File: config.mk
export PLATFORM = sky130hd
export DESIGN_NAME = mem_top_module
export DESIGN_NICKNAME = d
export VERILOG_FILES = /design/src/rtl/mem_top_module.sv
export SDC_FILE = /design/constraint.sdc
export NUM_CORES = 1
export LEC_CHECK = 0
export BUFFER_PORTS_ARGS = -buffer_cell sky130_fd_sc_hd__clkbuf_2
export CAP_MARGIN = 5
export CORE_MARGIN = 3
export CORE_UTILIZATION = 35
export CTS_CLUSTER_DIAMETER = 40
export DETAILED_ROUTE_END_ITERATION = 16
export PLACE_DENSITY_LB_ADDON = 0.1
export SLEW_MARGIN = 20
export SYNTH_ARGS = -nofsm -noshare
export SYNTH_HDL_FRONTEND = slang
export SYNTH_SLANG_ARGS = --single-unit
File: constraint.sdc
create_clock -name clk -period 2.2 [get_ports clk]
set_clock_uncertainty 0.2 [all_clocks]
set_input_delay 0.33 -clock clk [delete_from_list [all_inputs] [get_ports clk]]
set_output_delay 0.33 -clock clk [all_outputs]
set_load 0.005 [all_outputs]
File: src/rtl/mem_top_module.sv
// Single-port R x C word memory controller with a req/ready handshake.
// A request is accepted in IDLE. ACCESS performs the read or write, and
// DONE pulses valid for one cycle, so a full transaction takes 3 cycles.
// Ports:
//   clk, rst        clock, asynchronous active-low reset
//   cs, req         chip select and request strobe (sampled only in IDLE)
//   rw              0 = write, 1 = read
//   addr            flat word address (row = addr / C, col = addr % C)
//   Qi              write data
//   Qa              registered read data, changes only on a read
//   valid           one-cycle completion pulse
//   ready           high while a request can be accepted
module mem_top_module #(
  parameter int unsigned R = 4,
  parameter int unsigned C = 4,
  parameter int unsigned N = 4,
  localparam int unsigned AW = $clog2(R * C)
) (
  input  logic          clk,
  input  logic          rst,
  input  logic          cs,
  input  logic          req,
  input  logic          rw,
  input  logic [AW-1:0] addr,
  input  logic [N-1:0]  Qi,
  output logic [N-1:0]  Qa,
  output logic          valid,
  output logic          ready
);

  localparam int unsigned DEPTH = R * C;
  localparam int unsigned RW    = (R > 1) ? $clog2(R) : 1;
  localparam int unsigned CW    = (C > 1) ? $clog2(C) : 1;

  typedef enum logic [1:0] {IDLE, ACCESS, DONE} state_t;

  state_t          state, next_state;
  logic            capture, do_access;
  logic            ready_d, valid_d;

  logic [AW-1:0]   addr_q;
  logic            rw_q;
  logic [N-1:0]    data_q;

  logic [N-1:0]    mem [R][C];

  logic            in_range;
  logic [RW-1:0]   row_idx;
  logic [CW-1:0]   col_idx;
  logic [R-1:0]    row_sel;
  logic [N-1:0]    rd_word;

  // State register
  always_ff @(posedge clk or negedge rst) begin
    if (!rst) state <= IDLE;
    else      state <= next_state;
  end

  // Next-state and next-output logic
  always_comb begin
    next_state = state;
    capture    = 1'b0;
    do_access  = 1'b0;
    unique case (state)
      IDLE: begin
        if (cs && req && ready) begin
          capture    = 1'b1;
          next_state = ACCESS;
        end
      end
      ACCESS: begin
        do_access  = 1'b1;
        next_state = DONE;
      end
      DONE:    next_state = IDLE;
      default: next_state = IDLE;
    endcase
    ready_d = (next_state == IDLE);
    valid_d = (next_state == DONE);
  end

  // Address decode from the latched address: one-hot row select, column index.
  // Out-of-range addresses give an all-zero row select, so writes drop and reads return 0.
  always_comb begin
    in_range = (32'(addr_q) < DEPTH);
    row_idx  = RW'(32'(addr_q) / C);
    col_idx  = CW'(32'(addr_q) % C);
    row_sel  = in_range ? (R'(1) << row_idx) : '0;
  end

  // Column mux over the selected row
  always_comb begin
    rd_word = '0;
    for (int unsigned r = 0; r < R; r++) begin
      if (row_sel[r]) rd_word = mem[RW'(r)][col_idx];
    end
  end

  // Registered outputs, request latches and the array
  always_ff @(posedge clk or negedge rst) begin
    if (!rst) begin
      ready  <= 1'b0;
      valid  <= 1'b0;
      Qa     <= '0;
      addr_q <= '0;
      rw_q   <= 1'b0;
      data_q <= '0;
      for (int unsigned r = 0; r < R; r++) begin
        for (int unsigned c = 0; c < C; c++) begin
          mem[RW'(r)][CW'(c)] <= '0;
        end
      end
    end else begin
      ready <= ready_d;
      valid <= valid_d;
      if (capture) begin
        addr_q <= addr;
        rw_q   <= rw;
        data_q <= Qi;
      end
      if (do_access && rw_q) Qa <= rd_word;
      for (int unsigned r = 0; r < R; r++) begin
        for (int unsigned c = 0; c < C; c++) begin
          if (do_access && !rw_q && row_sel[r] && (col_idx == CW'(c))) begin
            mem[RW'(r)][CW'(c)] <= data_q;
          end
        end
      end
    end
  end

endmodule

==> flow_summary_export.csv <==
group,metric,value,unit
outcome,status,"finished clean",
setup_path,cp_data_required_time,2.22,ns
yosys,synth_top_area_share,55.6,%
cts,cts.clk_slew.worst_paths,0.09,ns
placement,gp_congestion,0.738,
route,ant_nets,0,
cts,clk-insertion-delay-late,0.35,ns
global_routing,grt.overflow.total,0,
setup_path,critical-path-max-stage-delay,0.50,ns
cts,cts_buffers,9,
floorplanning,die_w,108,um
yosys,synth-seq-cells,81,
placement,numPortBuffers,18,
cts,cts_sinks,81,
placement,placed_area,3960,um^2
final_layout,fin_nets,299,
cts,cts_tree,"built",
global_routing,grt_start_max_net_pins,48,
floorplanning,pin_count,19,
yosys,ys_seq_area_share,55.6,%
sta,drv_slew,0,
yosys,synth_nets,264,
sta,slew-limit-headroom,53.3,%
route,vias,2108,
cts,htreeDepth,3,
global_routing,grt_pass1_vias,2274,
power,p_leak,1.99,nW
final_layout,final_cell_area,4240,um^2
setup_path,critical_path_class,"flip-flop to flip-flop",
global_routing,antenna_found_initial,0,
route,drt_first_iter_violations,93,
sta,setup_ws,0.131,ns
cts,cts_resized,0,
floorplanning,die_area,11700,um^2
global_routing,track_usage,14.8,%
sta,period_needed,2.07,ns
sta,max_freq,483,MHz
yosys,synthCells,251,
sta,final.setup.tns,0,ns
final_layout,utilization,42.5,%
floorplanning,coreArea,9950,um^2
global_routing,grt_pass1_wl,12800,um
sta,worst_pin_slew,0.701,ns
setup_path,cp_data_arrival_time,2.09,ns
setup_path,path_max_fanout,15,
floorplanning,std_cell_rows,36,
cts,cts_root_buf,"clkbuf_8",
final_layout,n_antenna_cell,0,
worst_hold_path,min_path_type,"input pin to flip-flop",
floorplanning,die_h,108,um
yosys,yosys-top-cells-area,"dfrtp_1 (56%), mux2_2 (24%), mux4_2 (7.4%), nand2_1 (1.6%), nor2_1 (1.3%)",
route,drc,0,
yosys,synth_top_area_cell,"dfrtp_1",
sta,setup_violations,0,
power,irDropWorstVdd,0.369,mV
floorplanning,initial_core_util,36.6,%
route,routed_wl,7700,um
route,routedWlPerCell,18.2,um
sta,finalCritPeriodShare,94.0,%
placement,dp_slack,0.132,ns
placement,dp_hpwl,5310,um
power,p_per_area,1110,nW/um^2
setup_path,critPathCaptureType,"flip-flop",
sta,rsz0062_at_grt,"no",
yosys,syn-cell-area,3650,um^2
yosys,synth.distinct_cells,27,
run,drv_cap,0,
cts,clock_path_buffers,2,
final_layout,drive_above_1_share,48.1,%
yosys,synth_warnings,0,
route,dr.pass1.iters,4,
setup_path,path_cells,"buf_12 > mux4_2 > nor2b_1 > a211oi_1 > o41ai_1",
yosys,avgSynthCellArea,14.5,um^2
route,vias_per_cell,4.97,
setup_path,cp_slowest_cell,"mux4_2",
final_layout,area_delta_synth_final,16.1,%
sta,hold_viol_final,0,
setup_path,crit_path_start_kind,"flip-flop",
[synthesized netlist by cell type]
library cell   n
buf_6          1
nand3_1        2
buf_2          3
or3_4          2
nor2_1        13
nand2_1       16
clkbuf_1       5
nor3_4         1
o41ai_1        4
nand2_2        1
buf_4          2
mux2i_1        4
nand4b_1       1
or3b_2         1
inv_1          2
nor2b_1        6
or4_4          1
mux2_2        77
and3b_1        1
dfrtp_1       81
mux4_2        12
a211oi_1       4
o21ai_0        4
buf_1          2
nor4b_1        2
nand2b_4       1
nand2b_1       2
[per-layer routing]
metal / wire length (um) / track usage, %
met5: 0 / 0
met2: 3700 / 23.1
met3: 192 / 2.81
met4: 115 / 5.14
met1: 3690 / 20.8
[critical path: cells and delay by family, from the launching register on]
kind / cells / cell delay [ns]
buffers and inverters: 1 / 0.20
AND/OR/NAND/NOR: 1 / 0.15
flip-flops: 1 / 0.48
AO/OA/AOI/OAI: 2 / 0.40
multiplexers: 1 / 0.50
[per-stage QoR]
| stage | hold slack, ns | power [mW] | instances |
|---|---|---|---|
| after floorplan | -0.166 | 3.20 | 251 |
| after global placement | 0.123 | 3.64 | 400 |
| after detailed placement | 0.123 | 3.67 | 400 |
| after CTS | 0.00212 | 4.77 | 423 |
| after global routing | 0.00661 | 5.03 | 424 |
| final | 0.0260 | 4.69 | 424 |
[cells by family (layout without fill, tap and decap cells)]
| group | count (synthesis) | after routing | synth area share, % |
|---|---|---|---|
| mux | 93 | 93 | 32.3 |
| flops | 81 | 81 | 55.6 |
| simple gates | 50 | 50 | 7.75 |
| buf+inv | 15 | 55 | 2.06 |
| compound gates | 12 | 12 | 2.33 |
[worst paths after layout]
kind,from,cells after the start,end,slack (ns)
worst max-delay path,addr_q[0]$_DFFE_PN0P_,5,Qa[2]$_DFFE_PN0P_,0.13
min in group asynchronous,rst,2,data_q[3]$_DFFE_PN0P_,0.26
max in group asynchronous,rst,3,mem[50]$_DFFE_PN0P_,0.91
worst min-delay path,addr[3],2,addr_q[3]$_DFFE_PN0P_,0.03
worst max register to register,addr_q[0]$_DFFE_PN0P_,5,Qa[2]$_DFFE_PN0P_,0.13
worst min register to register,Qa[3]$_DFFE_PN0P_,2,Qa[3]$_DFFE_PN0P_,0.30
[repair_timing]
action | 4_1_cts | 5_1_grt
endpoints found under the hold margin | 40 | 1
setup buffers | 0 | 0
hold buffers | 7 | 1
[state kept, by name, summed over array words and instances, names as in the netlist]
name    flops
state       2
data_q      4
addr_q      4
mem        64
Qa          4
ready       1
rw_q        1
valid       1
[power by group]
part	internal (mW)	switching, mW	leakage, nW	total (mW)
clock	0.529	0.555	0.0964	1.08
sequential	1.96	0.403	1.08	2.36
combinational	0.763	0.484	0.811	1.25
[area by class of cell]
class                   count  area [um^2]
fillers                   943         5720
flip-flops and latches     81         2030
multi-input cells         155         1550
repair buffers             37          293
well taps                 133          166
clock buffers              10          128
clock inverters             6         68.8
inverters                   2         7.51
[layout by cell type, fill, tap and decap left out]
cell,netlist,final
a211oi_1,4,4
and3b_1,1,1
buf_12,0,3
buf_4,2,9
bufinv_16,0,1
clkbuf_1,5,1
clkbuf_2,0,17
clkbuf_8,0,9
clkinv_2,0,1
clkinv_4,0,3
clkinvlp_4,0,1
dfrtp_1,81,81
dlygate4sd3_1,0,8
inv_1,2,2
mux2_2,77,77
mux2i_1,4,4
mux4_2,12,12
nand2_1,16,16
nand2_2,1,1
nand2b_1,2,2
nand2b_4,1,1
nand3_1,2,2
nand4b_1,1,1
nor2_1,13,13
nor2b_1,6,6
nor3_4,1,1
nor4b_1,2,2
o21ai_0,4,4
o41ai_1,4,4
or3_4,2,2
or3b_2,1,1
or4_4,1,1
Note: power is estimated with default switching activity, not from simulation.
